### config.mk
export PLATFORM = sky130hd
export DESIGN_NAME = axil_uart_vport_flat
export DESIGN_NICKNAME = d
export VERILOG_FILES = /design/src/rtl/axil_uart_vport_if.sv /design/src/rtl/axil_uart_vport.sv /design/src/flat_wrapper.sv
export SDC_FILE = /design/constraint.sdc
export NUM_CORES = 1
export LEC_CHECK = 0
export BUFFER_PORTS_ARGS = -buffer_cell sky130_fd_sc_hd__buf_2
export CORE_UTILIZATION = 64
export DETAILED_ROUTE_END_ITERATION = 10
export PLACE_DENSITY = 0.85
export SYNTH_ARGS = -nofsm -noshare
export SYNTH_HDL_FRONTEND = slang
export SYNTH_SLANG_ARGS = --single-unit
### constraint.sdc
create_clock -name chipset_clk -period 6.56 [get_ports chipset_clk]
set_clock_uncertainty 0.05 [all_clocks]
set_input_delay 1.64 -clock chipset_clk [delete_from_list [all_inputs] [get_ports chipset_clk]]
set_output_delay 1.64 -clock chipset_clk [all_outputs]
set_load 0.02 [all_outputs]
### src/rtl/axil_uart_vport_if.sv
// AXI4-Lite channel bundle between the shell and the UART virtual port.
interface axil_uart_vport_if #(
    parameter int ADDR_W = 13
);
    logic [ADDR_W-1:0] awaddr;
    logic              awvalid;
    logic              awready;
    logic [31:0]       wdata;
    logic              wvalid;
    logic              wready;
    logic [1:0]        bresp;
    logic              bvalid;
    logic              bready;
    logic [ADDR_W-1:0] araddr;
    logic              arvalid;
    logic              arready;
    logic [31:0]       rdata;
    logic [1:0]        rresp;
    logic              rvalid;
    logic              rready;

    modport master (
        output awaddr, awvalid, input awready,
        output wdata, wvalid, input wready,
        input  bresp, bvalid, output bready,
        output araddr, arvalid, input arready,
        input  rdata, rresp, rvalid, output rready
    );

    modport slave (
        input  awaddr, awvalid, output awready,
        input  wdata, wvalid, output wready,
        output bresp, bvalid, input bready,
        input  araddr, arvalid, output arready,
        output rdata, rresp, rvalid, input rready
    );
endinterface

### src/rtl/axil_uart_vport.sv
// 16550-style register front end (reg-shift 2) on AXI4-Lite whose serial
// PHY is replaced by TX/RX byte streams with valid/ready handshakes.
module axil_uart_vport #(
    parameter int FIFO_DEPTH = 16,
    parameter int ADDR_W     = 13
) (
    input  logic             chipset_clk,
    input  logic             chipset_rstn,
    axil_uart_vport_if.slave s_axi,
    output logic [7:0]       tx_byte,
    output logic             tx_valid,
    input  logic             tx_ready,
    input  logic [7:0]       rx_byte,
    input  logic             rx_valid,
    output logic             rx_ready,
    output logic             uart_irq
);
    localparam int PTR_W = $clog2(FIFO_DEPTH);
    localparam int CNT_W = PTR_W + 1;
    localparam logic [CNT_W-1:0] FULL_CNT    = CNT_W'(FIFO_DEPTH);
    localparam logic [1:0]       RESP_OKAY   = 2'b00;
    localparam logic [1:0]       RESP_SLVERR = 2'b10;

    // Write channel state
    logic              aw_held_reg;
    logic [ADDR_W-1:0] awaddr_reg;
    logic              w_held_reg;
    logic [7:0]        wdata_reg;
    logic              bvalid_reg;
    logic [1:0]        bresp_reg;

    // Read channel state
    logic              rvalid_reg;
    logic [1:0]        rresp_reg;
    logic [7:0]        rdata_reg;

    // UART registers
    logic [1:0]        ier_reg;
    logic [7:0]        lcr_reg;
    logic [7:0]        mcr_reg;
    logic [7:0]        scr_reg;
    logic [7:0]        dll_reg;
    logic [7:0]        dlm_reg;
    logic              irq_reg;

    // Byte FIFOs
    logic [7:0]        tx_mem [FIFO_DEPTH];
    logic [PTR_W-1:0]  tx_wr_ptr_reg;
    logic [PTR_W-1:0]  tx_rd_ptr_reg;
    logic [CNT_W-1:0]  tx_count_reg;
    logic [7:0]        rx_mem [FIFO_DEPTH];
    logic [PTR_W-1:0]  rx_wr_ptr_reg;
    logic [PTR_W-1:0]  rx_rd_ptr_reg;
    logic [CNT_W-1:0]  rx_count_reg;

    logic aw_hs, w_hs, ar_hs, wr_exec, wr_mapped, rd_mapped, dlab;
    logic [2:0] wr_idx, rd_idx;
    logic tx_push, tx_pop, tx_clr, rx_push, rx_pop, rx_clr, fcr_wr;
    logic tx_empty, rx_nonempty;
    logic [7:0] lsr, iir, rd_value;
    logic unused_bits;

    // Only the low data byte and the word-aligned address bits carry meaning.
    assign unused_bits = ^{s_axi.wdata[31:8], s_axi.awaddr[1:0], s_axi.araddr[1:0]};

    assign s_axi.awready = chipset_rstn & !aw_held_reg & !bvalid_reg;
    assign s_axi.wready  = chipset_rstn & !w_held_reg & !bvalid_reg;
    assign s_axi.arready = chipset_rstn & !rvalid_reg;
    assign s_axi.bvalid  = bvalid_reg;
    assign s_axi.bresp   = bresp_reg;
    assign s_axi.rvalid  = rvalid_reg;
    assign s_axi.rresp   = rresp_reg;
    assign s_axi.rdata   = {24'h0, rdata_reg};

    assign aw_hs = s_axi.awvalid & s_axi.awready;
    assign w_hs  = s_axi.wvalid & s_axi.wready;
    assign ar_hs = s_axi.arvalid & s_axi.arready;

    assign dlab      = lcr_reg[7];
    assign wr_exec   = aw_held_reg & w_held_reg & !bvalid_reg;
    assign wr_idx    = awaddr_reg[4:2];
    assign wr_mapped = (awaddr_reg[ADDR_W-1:5] == '0);
    assign rd_idx    = s_axi.araddr[4:2];
    assign rd_mapped = (s_axi.araddr[ADDR_W-1:5] == '0);

    assign tx_empty    = (tx_count_reg == '0);
    assign rx_nonempty = (rx_count_reg != '0);

    assign tx_valid = !tx_empty;
    assign tx_byte  = tx_mem[tx_rd_ptr_reg];
    assign rx_ready = (rx_count_reg < FULL_CNT) & chipset_rstn;
    assign uart_irq = irq_reg;

    // A full TX FIFO drops the byte even if it drains in the same cycle.
    assign tx_push = wr_exec & wr_mapped & (wr_idx == 3'd0) & !dlab & (tx_count_reg != FULL_CNT);
    assign tx_pop  = tx_valid & tx_ready;
    assign fcr_wr  = wr_exec & wr_mapped & (wr_idx == 3'd2);
    assign tx_clr  = fcr_wr & wdata_reg[2];
    assign rx_clr  = fcr_wr & wdata_reg[1];
    assign rx_push = rx_valid & rx_ready;
    assign rx_pop  = ar_hs & rd_mapped & (rd_idx == 3'd0) & !dlab & rx_nonempty;

    assign lsr = {1'b0, tx_empty, tx_empty, 4'b0000, rx_nonempty};

    // Interrupt identification, RX data has priority over THR empty.
    always_comb begin
        iir = 8'hC1;
        if (ier_reg[0] & rx_nonempty) begin
            iir = 8'hC4;
        end else if (ier_reg[1] & tx_empty) begin
            iir = 8'hC2;
        end
    end

    // Read data selection for the address presented on AR.
    always_comb begin
        rd_value = 8'h00;
        case (rd_idx)
            3'd0:    rd_value = dlab ? dll_reg : (rx_nonempty ? rx_mem[rx_rd_ptr_reg] : 8'h00);
            3'd1:    rd_value = dlab ? dlm_reg : {6'b0, ier_reg};
            3'd2:    rd_value = iir;
            3'd3:    rd_value = lcr_reg;
            3'd4:    rd_value = mcr_reg;
            3'd5:    rd_value = lsr;
            3'd6:    rd_value = 8'hB0;
            default: rd_value = scr_reg;
        endcase
        if (!rd_mapped) begin
            rd_value = 8'h00;
        end
    end

    // AXI write/read channel sequencing.
    always_ff @(posedge chipset_clk) begin
        if (!chipset_rstn) begin
            aw_held_reg <= 1'b0;
            awaddr_reg  <= '0;
            w_held_reg  <= 1'b0;
            wdata_reg   <= 8'h00;
            bvalid_reg  <= 1'b0;
            bresp_reg   <= RESP_OKAY;
            rvalid_reg  <= 1'b0;
            rresp_reg   <= RESP_OKAY;
            rdata_reg   <= 8'h00;
        end else begin
            if (aw_hs) begin
                aw_held_reg <= 1'b1;
                awaddr_reg  <= s_axi.awaddr;
            end
            if (w_hs) begin
                w_held_reg <= 1'b1;
                wdata_reg  <= s_axi.wdata[7:0];
            end
            if (wr_exec) begin
                aw_held_reg <= 1'b0;
                w_held_reg  <= 1'b0;
                bvalid_reg  <= 1'b1;
                bresp_reg   <= wr_mapped ? RESP_OKAY : RESP_SLVERR;
            end else if (bvalid_reg & s_axi.bready) begin
                bvalid_reg <= 1'b0;
            end
            if (ar_hs) begin
                rvalid_reg <= 1'b1;
                rdata_reg  <= rd_value;
                rresp_reg  <= rd_mapped ? RESP_OKAY : RESP_SLVERR;
            end else if (rvalid_reg & s_axi.rready) begin
                rvalid_reg <= 1'b0;
            end
        end
    end

    // Register file updates and the registered interrupt line.
    always_ff @(posedge chipset_clk) begin
        if (!chipset_rstn) begin
            ier_reg <= 2'b00;
            lcr_reg <= 8'h00;
            mcr_reg <= 8'h00;
            scr_reg <= 8'h00;
            dll_reg <= 8'h00;
            dlm_reg <= 8'h00;
            irq_reg <= 1'b0;
        end else begin
            irq_reg <= (ier_reg[0] & rx_nonempty) | (ier_reg[1] & tx_empty);
            if (wr_exec & wr_mapped) begin
                case (wr_idx)
                    3'd0: if (dlab) dll_reg <= wdata_reg;
                    3'd1: if (dlab) dlm_reg <= wdata_reg; else ier_reg <= wdata_reg[1:0];
                    3'd3: lcr_reg <= wdata_reg;
                    3'd4: mcr_reg <= wdata_reg;
                    3'd7: scr_reg <= wdata_reg;
                    default: ;
                endcase
            end
        end
    end

    // FIFO storage; pointers alone define content so no reset is needed.
    always_ff @(posedge chipset_clk) begin
        if (tx_push) begin
            tx_mem[tx_wr_ptr_reg] <= wdata_reg;
        end
        if (rx_push) begin
            rx_mem[rx_wr_ptr_reg] <= rx_byte;
        end
    end

    // TX FIFO pointers and occupancy; a clear overrides push and pop.
    always_ff @(posedge chipset_clk) begin
        if (!chipset_rstn || tx_clr) begin
            tx_wr_ptr_reg <= '0;
            tx_rd_ptr_reg <= '0;
            tx_count_reg  <= '0;
        end else begin
            if (tx_push) tx_wr_ptr_reg <= tx_wr_ptr_reg + PTR_W'(1);
            if (tx_pop)  tx_rd_ptr_reg <= tx_rd_ptr_reg + PTR_W'(1);
            if (tx_push && !tx_pop) begin
                tx_count_reg <= tx_count_reg + CNT_W'(1);
            end else if (!tx_push && tx_pop) begin
                tx_count_reg <= tx_count_reg - CNT_W'(1);
            end
        end
    end

    // RX FIFO pointers and occupancy; a clear overrides push and pop.
    always_ff @(posedge chipset_clk) begin
        if (!chipset_rstn || rx_clr) begin
            rx_wr_ptr_reg <= '0;
            rx_rd_ptr_reg <= '0;
            rx_count_reg  <= '0;
        end else begin
            if (rx_push) rx_wr_ptr_reg <= rx_wr_ptr_reg + PTR_W'(1);
            if (rx_pop)  rx_rd_ptr_reg <= rx_rd_ptr_reg + PTR_W'(1);
            if (rx_push && !rx_pop) begin
                rx_count_reg <= rx_count_reg + CNT_W'(1);
            end else if (!rx_push && rx_pop) begin
                rx_count_reg <= rx_count_reg - CNT_W'(1);
            end
        end
    end
endmodule

### src/flat_wrapper.sv
// flat-port wrapper written by rule: the top's interface ports become plain ports
module axil_uart_vport_flat 
#(
    parameter int FIFO_DEPTH = 16,
    parameter int ADDR_W     = 13
)
  (chipset_clk, chipset_rstn, tx_byte, tx_valid, tx_ready, rx_byte, rx_valid, rx_ready, uart_irq, s_axi_awaddr, s_axi_awvalid, s_axi_awready, s_axi_wdata, s_axi_wvalid, s_axi_wready, s_axi_bresp, s_axi_bvalid, s_axi_bready, s_axi_araddr, s_axi_arvalid, s_axi_arready, s_axi_rdata, s_axi_rresp, s_axi_rvalid, s_axi_rready);
  axil_uart_vport_if #(.ADDR_W(ADDR_W)) s_axi_i ();
  input  logic chipset_clk;
  input  logic chipset_rstn;
  output logic [7:0] tx_byte;
  output logic tx_valid;
  input  logic tx_ready;
  input  logic [7:0] rx_byte;
  input  logic rx_valid;
  output logic rx_ready;
  output logic uart_irq;
  input wire logic [$bits(s_axi_i.awaddr)-1:0] s_axi_awaddr;
  input wire logic [$bits(s_axi_i.awvalid)-1:0] s_axi_awvalid;
  output wire logic [$bits(s_axi_i.awready)-1:0] s_axi_awready;
  input wire logic [$bits(s_axi_i.wdata)-1:0] s_axi_wdata;
  input wire logic [$bits(s_axi_i.wvalid)-1:0] s_axi_wvalid;
  output wire logic [$bits(s_axi_i.wready)-1:0] s_axi_wready;
  output wire logic [$bits(s_axi_i.bresp)-1:0] s_axi_bresp;
  output wire logic [$bits(s_axi_i.bvalid)-1:0] s_axi_bvalid;
  input wire logic [$bits(s_axi_i.bready)-1:0] s_axi_bready;
  input wire logic [$bits(s_axi_i.araddr)-1:0] s_axi_araddr;
  input wire logic [$bits(s_axi_i.arvalid)-1:0] s_axi_arvalid;
  output wire logic [$bits(s_axi_i.arready)-1:0] s_axi_arready;
  output wire logic [$bits(s_axi_i.rdata)-1:0] s_axi_rdata;
  output wire logic [$bits(s_axi_i.rresp)-1:0] s_axi_rresp;
  output wire logic [$bits(s_axi_i.rvalid)-1:0] s_axi_rvalid;
  input wire logic [$bits(s_axi_i.rready)-1:0] s_axi_rready;
  assign s_axi_i.awaddr = s_axi_awaddr;
  assign s_axi_i.awvalid = s_axi_awvalid;
  assign s_axi_awready = s_axi_i.awready;
  assign s_axi_i.wdata = s_axi_wdata;
  assign s_axi_i.wvalid = s_axi_wvalid;
  assign s_axi_wready = s_axi_i.wready;
  assign s_axi_bresp = s_axi_i.bresp;
  assign s_axi_bvalid = s_axi_i.bvalid;
  assign s_axi_i.bready = s_axi_bready;
  assign s_axi_i.araddr = s_axi_araddr;
  assign s_axi_i.arvalid = s_axi_arvalid;
  assign s_axi_arready = s_axi_i.arready;
  assign s_axi_rdata = s_axi_i.rdata;
  assign s_axi_rresp = s_axi_i.rresp;
  assign s_axi_rvalid = s_axi_i.rvalid;
  assign s_axi_i.rready = s_axi_rready;
  axil_uart_vport #(.FIFO_DEPTH(FIFO_DEPTH), .ADDR_W(ADDR_W)) u_core (.chipset_clk(chipset_clk), .chipset_rstn(chipset_rstn), .s_axi(s_axi_i), .tx_byte(tx_byte), .tx_valid(tx_valid), .tx_ready(tx_ready), .rx_byte(rx_byte), .rx_valid(rx_valid), .rx_ready(rx_ready), .uart_irq(uart_irq));
endmodule
==> results of run 1 <==
-- metrics by stage --
stage | util, % | hold slack, ns | total power, mW | cells | worst slack [ns]
after floorplan | - | 0.376 | 2.97 | 1116 | 2.24
after global placement | 68.3 | 0.386 | 3.10 | 1430 | 1.58
after detailed placement | 68.3 | 0.394 | 3.11 | 1430 | 1.48
after CTS | 73.0 | 0.403 | 5.01 | 1493 | 1.88
after global routing | 73.0 | 0.427 | 5.14 | 1493 | 1.54
final | 73.0 | 0.401 | 5.00 | 1493 | 1.84
-- logic make-up (layout without fill, tap and decap cells) --
group | count (synthesis) | count (layout) | share of synthesized area (%)
buffers and inverters | 100 | 164 | 3.29
and+or+nand+nor | 330 | 330 | 10.4
other | 1 | 26 | 0.0248
AOI/OAI and AO/OA | 154 | 154 | 6.44
muxes | 105 | 105 | 11.8
adders and majority gates | 20 | 20 | 1.75
DFF | 366 | 366 | 65.4
xor gates and xnor gates | 15 | 15 | 0.868
-- how the worst min path moves through the flow --
stage                           from  slack [ns]                    end  cells past startpoint
2_1_floorplan      u_core.dll_reg[5]        0.38      u_core.dll_reg[5]                      2
5_1_grt        u_core.awaddr_reg[10]        0.43  u_core.awaddr_reg[10]                      2
3_3_place_gp       u_core.dll_reg[5]        0.39      u_core.dll_reg[5]                      2
3_5_place_dp       u_core.dll_reg[5]        0.39      u_core.dll_reg[5]                      2
6_report       u_core.awaddr_reg[10]        0.40  u_core.awaddr_reg[10]                      2
4_1_cts        u_core.awaddr_reg[10]        0.40  u_core.awaddr_reg[10]                      2
-- power by group through the flow --
stage | registers (mW) | clock network (mW) | logic [mW]
5_1_grt | 2.57 | 2.02 | 0.551
2_1_floorplan | 2.58 | 0 | 0.393
3_5_place_dp | 2.61 | 0 | 0.497
3_3_place_gp | 2.61 | 0 | 0.485
4_1_cts | 2.57 | 1.93 | 0.508
6_report | 2.57 | 1.93 | 0.507
-- synth_stat cells (all sizes together), types with 9 or more instances --
cell type and number:
mux4 58, nand4 11, nand2b 11, dfxtp 110, o21ai 48, nand3 34, nor2 104, nand2 95
a31o 9, clkbuf 31, nor3 15, mux2i 39, ha 18, nor4 9, inv 15, a21oi 45
nor2b 21, edfxtp 256, buf 54
-- critical path: stages --
cell and delay (ns):
sky130_fd_sc_hd__buf_2 0.77, sky130_fd_sc_hd__nand2b_1 0.16, sky130_fd_sc_hd__nor2_1 0.21, sky130_fd_sc_hd__buf_2 0.20
-- per-layer routing --
metal  up-vias  global-route usage (%)
li1       4187                       -
met2       510                    47.6
met5         -                       0
met4         0                    11.3
met3        86                    4.83
met1      4664                    38.1
-- final cells by class --
| cell class | instances | area [um2] |
|---|---|---|
| Clock buffer | 48 | 946 |
| Clock inverter | 15 | 143 |
| Fill cell | 1399 | 6190 |
| Inverter | 15 | 56.3 |
| Multi-Input combinational cell | 650 | 4830 |
| Sequential cell | 366 | 9890 |
| Tap cell | 313 | 392 |
| Timing Repair Buffer | 86 | 465 |
==> summary.txt, run 1 <==
Worst setup path
  – Data arrival time at the worst-slack endpoint: 3.03 ns
  – Reg2reg path depth: 11
  – Reg2Reg Capture Point: u_core.tx_count_reg[4]
  – Startpoint of the most critical setup path: chipset_rstn
  – Crit path capture type: output pin
  – Critical Path Start Type: input port
  – Critical path data required time: 4.87 ns
  – Worst r2r src: u_core.awaddr_reg[12]
  – Capturing instance or port of the critical path: s_axi_awready
  – Critical path type: in -> out
  – CP Max Fanout: 59
  – Register-to-Register Setup Slack: 2.91 ns

CTS
  – Number of buffers added to fix hold violations after cts: 0
  – Number of sinks driven by the clock tree: 366
  – Postcts setup bufs: 0
  – Depth of the CTS H-tree: 2
  – Post-CTS Resized: 0
  – Clock transition at the registers of the reported paths: 0.06 ns
  – CTS root buf: sky130_fd_sc_hd__clkbuf_16
  – Maximum root-to-sink buffer count: 3
  – Clock latency of the later-clocked register in the worst-skew pair: 0.52 ns
  – CTS tree: yes
  – Num CTS Buffers: 35

Drt
  – Remaining number of nets flagged by the antenna check after routing: 0
  – Routed metal-1 wire length: 13200 um
  – Detail Route met3 WL: 2700 um
  – DRC violation count after routing: 0
  – First-pass DRT Iterations: 5
  – Mean routed wirelength per cell: 22.4 um
  – Number of vias per cell: 6.33
  – Detailed-routed wire length on met2: 16300 um
  – Routed wire length: 33400 um
  – Uppermost layer routed: met4
  – Starting DRT DRC Count: 1082
  – Via count: 9447

Power
  – Share of power burned in the clock network: 38.5%
  – Portion of total power attributed to sequential cells: 51.3%
  – Power Dens Cells: 299 mW/mm2
  – Cell internal power dissipation: 3.82 mW
  – Static leakage: 5.67 nW
  – Switching part of the total power: 23.5%
  – Combinational Power Share: 10.1%
  – Peak supply drop: 0.211 mV
  – Switching power of the nets: 1.17 mW

Timing
  – Number of pins exceeding their max-slew limit in the final report: 0
  – Worst slew margin relative to its limit: 18.4%
  – Final setup violation count: 0
  – Worst-Margin Slew: 1.21 ns
  – Sum of negative setup slack: 0 ns
  – Final number of hold-violating endpoints: 0
  – RSZ-0062 raised after global routing: no
  – Fmax: 212 MHz
  – Min cycle time layout: 4.72 ns
  – Final Cycle Share: 71.9%

Synth
  – Post-synthesis sequential element count: 366
  – Synthesized instance count: 1091
  – Largest area contributor in the netlist: sky130_fd_sc_hd__edfxtp_1
  – Main area contributors after synthesis: sky130_fd_sc_hd__edfxtp_1 51%, sky130_fd_sc_hd__dfxtp_1 15%, sky130_fd_sc_hd__mux4_2 8.6%
  – Mean instance size in the synthesized netlist: 13.9 um2
  – Commonest register cell after synthesis: sky130_fd_sc_hd__edfxtp_1
  – FFs w/ async S/R, synth: 0%
  – Post-synth top area share: 50.8%
  – Part of the Yosys area used for sequential elements: 65.4%
  – Post-synthesis instance area: 0.0151 mm2
  – Number of unique standard cell types used by synthesis: 65
  – Synthesis Warnings: 0
  – Post-synth EDFFs: 256

Floorplanning
  – Die width: 156 um
  – Starting utilization of the core area: 66.0%
  – Total die area: 0.0243 mm2
  – Area of the core: 0.0229 mm2
  – Total number of placement rows: 55
  – Top-level port count: 127
  – Die Ht: 156 um

GRT
  – Largest net degree at the start of global routing: 60
  – First-pass GRT wire length: 51800 um
  – Via count of the first global-routing pass: 9270
  – Overall routing resource usage: 28.7%
  – Initial antenna violation count: 0
  – Global route total overflow: 0

Final layout
  – Antenna diode count: 0
  – Leading cell types in the layout, fill and taps excluded: 256 x sky130_fd_sc_hd__edfxtp_1, 107 x sky130_fd_sc_hd__dfxtp_1, 104 x sky130_fd_sc_hd__nor2_1
  – Area delta synth->final: 10.6%
  – Commonest non-fill, non-tap cell in the layout: sky130_fd_sc_hd__edfxtp_1
  – Ratio of cells with drive above 1 in the final layout: 18.6%
  – Net count reported at finish: 1249
  – Post-route cell area: 0.0167 mm2

Placement
  – Last weighted congestion value of the routability-driven placer: 0.843
  – Port bufs: 72
  – Placed Instance Area: 0.0156 mm2
  – Post-DP HPWL: 20600 um

Job
  – Maxcap violations: 0

Status
  – Run status: finished clean

Min path
  – Kind of path behind the tightest hold check: reg -> reg
Power figures use the tool's default switching activity.
==> inputs of run 2 (changes only) <==
--- a/config.mk
+++ b/config.mk
@@ -6,9 +6,9 @@
 export NUM_CORES = 1
 export LEC_CHECK = 0
 export BUFFER_PORTS_ARGS = -buffer_cell sky130_fd_sc_hd__buf_2
-export CORE_UTILIZATION = 64
+export CORE_UTILIZATION = 54
 export DETAILED_ROUTE_END_ITERATION = 10
-export PLACE_DENSITY = 0.85
+export PLACE_DENSITY = 0.76
 export SYNTH_ARGS = -nofsm -noshare
 export SYNTH_HDL_FRONTEND = slang
 export SYNTH_SLANG_ARGS = --single-unit
==> constraint.sdc (replaced) <==
create_clock -name chipset_clk -period 3.9 [get_ports chipset_clk]
set_clock_uncertainty 0.05 [all_clocks]
set_input_delay 0.975 -clock chipset_clk [delete_from_list [all_inputs] [get_ports chipset_clk]]
set_output_delay 0.975 -clock chipset_clk [all_outputs]
set_load 0.02 [all_outputs]
==> summary.txt, run 2 (synthesis results as in run 1) <==
Final layout
  – Commonest non-fill, non-tap cell in the layout: sky130_fd_sc_hd__edfxtp_1
  – Post-route cell area: 0.0172 mm2 (+2.9%)
  – Antenna diode count: 0 (unchanged)
  – Net count reported at finish: 1280 (+2.5%)
  – Final cell count without fillers: 1585 (+6.2%)
  – Ratio of cells with drive above 1 in the final layout: 21.4% (+2.8 points)
  – Area delta synth->final: 13.8%
  – Count of filler cells inserted in the layout: 1977 (+41%)
  – Leading cell types in the layout, fill and taps excluded: 256 x sky130_fd_sc_hd__edfxtp_1, 108 x sky130_fd_sc_hd__dfxtp_1, 104 x sky130_fd_sc_hd__nor2_1

Floorplanning
  – Top-level port count: 127 (unchanged)
  – Starting utilization of the core area: 55.5% (-11 points)
  – Die Ht: 169 um (+8.8%)
  – Die width: 169 um (+8.8%)
  – Area of the core: 0.0273 mm2 (+19%)
  – Total die area: 0.0287 mm2 (+18%)
  – Total number of placement rows: 60 (+9.1%)

CTS
  – CTS root buf: sky130_fd_sc_hd__clkbuf_16
  – Clock transition at the registers of the reported paths: 0.06 ns (about the same)
  – Num CTS Buffers: 37 (+5.7%)
  – Number of buffers added to fix hold violations after cts: 0 (unchanged)
  – Number of sinks driven by the clock tree: 366 (unchanged)
  – Clock latency of the later-clocked register in the worst-skew pair: 0.52 ns (about the same)
  – Postcts setup bufs: 0 (unchanged)
  – Depth of the CTS H-tree: 2 (unchanged)
  – Maximum root-to-sink buffer count: 3 (unchanged)
  – CTS tree: yes
  – Post-CTS Resized: 0 (unchanged)

Timing
  – Fmax: 285 MHz
  – Min cycle time layout: 3.51 ns
  – Final setup violation count: 0 (unchanged)
  – Worst slew margin relative to its limit: 32.8% (+14 points)
  – Number of pins exceeding their max-slew limit in the final report: 0 (unchanged)
  – Worst-Margin Slew: 1.01 ns (-0.208 ns)
  – Final number of hold-violating endpoints: 0 (unchanged)
  – Sum of negative setup slack: 0 ns (unchanged)
  – Final Cycle Share: 90.0%
  – RSZ-0062 raised after global routing: no
  – Crit path setup slack, layout: 0.392 ns (-1.45 ns)

Placement
  – Last weighted congestion value of the routability-driven placer: 0.889 (+5.5%)
  – Post-DP HPWL: 21000 um (+1.7%)
  – Worst setup slack before clock tree synthesis: 0.324 ns (-1.15 ns)
  – Port bufs: 72 (unchanged)
  – Cells after DPL: 1518 (+6.2%)
  – Placed Instance Area: 0.0159 mm2 (+1.9%)

Min path
  – Endpoint of the worst hold-timing path: u_core.dll_reg[5]
  – Worst Hold Launch: u_core.dll_reg[5]
  – Kind of path behind the tightest hold check: reg -> reg
  – Cell count of the worst hold path: 2 (unchanged)

GRT
  – Largest net degree at the start of global routing: 58 (-3.3%)
  – Initial antenna violation count: 0 (unchanged)
  – Overall routing resource usage: 23.4% (-5.3 points)
  – Global route total overflow: 0 (unchanged)
  – First-pass GRT wire length: 50900 um (-1.8%)
  – Via count of the first global-routing pass: 9138 (-1.4%)

Power
  – Peak supply drop: 0.317 mV (+51%)
  – Static leakage: 5.92 nW (+4.3%)
  – Cell internal power dissipation: 6.79 mW (+78%)
  – Share of power burned in the clock network: 41.3% (+2.8 points)
  – Combinational Power Share: 10.2% (about the same)
  – Power Dens Cells: 513 mW/mm2 (+72%)
  – Portion of total power attributed to sequential cells: 48.5% (-2.8 points)
  – Switching power of the nets: 2.04 mW (+74%)
  – Total Power Consumption: 8.83 mW (+77%)
  – Switching part of the total power: 23.1% (-0.37 points)

Worst setup path
  – Critical path type: reg -> reg
  – Reg2reg path depth: 11 (unchanged)
  – Crit path capture type: flip-flop
  – Register-to-Register Setup Slack: 0.39 ns (-2.52 ns)
  – Critical Path Start Type: flip-flop
  – Data arrival time at the worst-slack endpoint: 3.92 ns (+0.89 ns)
  – Worst r2r src: u_core.awaddr_reg[5]
  – CP Max Fanout: 7 (-88%)
  – Critical path data required time: 4.31 ns (-0.56 ns)
  – Reg2Reg Capture Point: u_core.tx_count_reg[4]

Drt
  – First-pass DRT Iterations: 5 (unchanged)
  – Number of vias per cell: 5.81 (-8.2%)
  – Starting DRT DRC Count: 810 (-25%)
  – Remaining number of nets flagged by the antenna check after routing: 0 (unchanged)
  – Routed wire length: 32400 um (-2.8%)
  – Mean routed wirelength per cell: 20.5 um (-8.5%)
  – Via count: 9204 (-2.6%)
  – DRC violation count after routing: 0 (unchanged)

Job
  – Maxcap violations: 0 (unchanged)

Status
  – Run status: finished clean
run 2: worst max-delay path by stage:
stage	from	endpoint	slack, ns	cells past startpoint
floorplan	s_axi_araddr[2]	u_core.rx_count_reg[4]	0.25	14
global placement	s_axi_araddr[4]	u_core.rx_count_reg[4]	0.41	14
detailed placement	s_axi_araddr[6]	u_core.rx_count_reg[4]	0.32	13
CTS	flip-flop	tx_byte[6]	0.40	4
global route	u_core.awaddr_reg[5]	u_core.tx_count_reg[4]	0.20	11
finish	u_core.awaddr_reg[5]	u_core.tx_count_reg[4]	0.39	11
run 2: final cells by class:
type / count / area (um2) / share of cell area [%]
Sequential cell: 366 / 9890 / 57.5
Clock buffer: 52 / 1060 / 6.17
Tap cell: 372 / 465 / 2.70
Clock inverter: 15 / 204 / 1.19
Multi-Input combinational cell: 650 / 4830 / 28.1
Inverter: 15 / 56.3 / 0.327
Timing Repair Buffer: 115 / 696 / 4.04
run 2: through the flow:
stage | util, % | hold WS (ns)
4_1_cts | 63.2 | 0.406
6_report | 63.2 | 0.403
3_5_place_dp | 58.5 | 0.398
3_3_place_gp | 58.5 | 0.384
2_1_floorplan | - | 0.376
5_1_grt | 63.2 | 0.425
run 2: worst max-delay path, stage by stage, from the launching register on:
cell and delay, ns:
sky130_fd_sc_hd__dfxtp_1 0.31, sky130_fd_sc_hd__or4_4 0.57, sky130_fd_sc_hd__nor4_2 0.46, sky130_fd_sc_hd__and3b_1 0.39, sky130_fd_sc_hd__ha_1 0.24, sky130_fd_sc_hd__inv_1 0.11, sky130_fd_sc_hd__fa_1 0.42, sky130_fd_sc_hd__a21o_1 0.18
sky130_fd_sc_hd__a21oi_1 0.17, sky130_fd_sc_hd__xnor2_1 0.09, sky130_fd_sc_hd__or3_1 0.30, sky130_fd_sc_hd__a21oi_1 0.14
run 2: power by group through the flow:
stage | combinational [mW] | sequential, mW | clock (mW)
after CTS | 0.909 | 4.28 | 3.69
after global routing | 0.978 | 4.29 | 3.84
final | 0.899 | 4.28 | 3.65
after detailed placement | 0.896 | 4.36 | 0
after floorplan | 0.661 | 4.34 | 0
after global placement | 0.882 | 4.36 | 0
run 2: routing by layer:
layer  vias to the layer above  global-route usage [%]  share of wire (%)
li1                       4253                       -                  -
met1                      4537                    32.6                 44
met2                       341                    37.7                 47
met3                        73                    3.45                6.0
met4                         0                    8.38                3.1
met5                         -                       0                  0
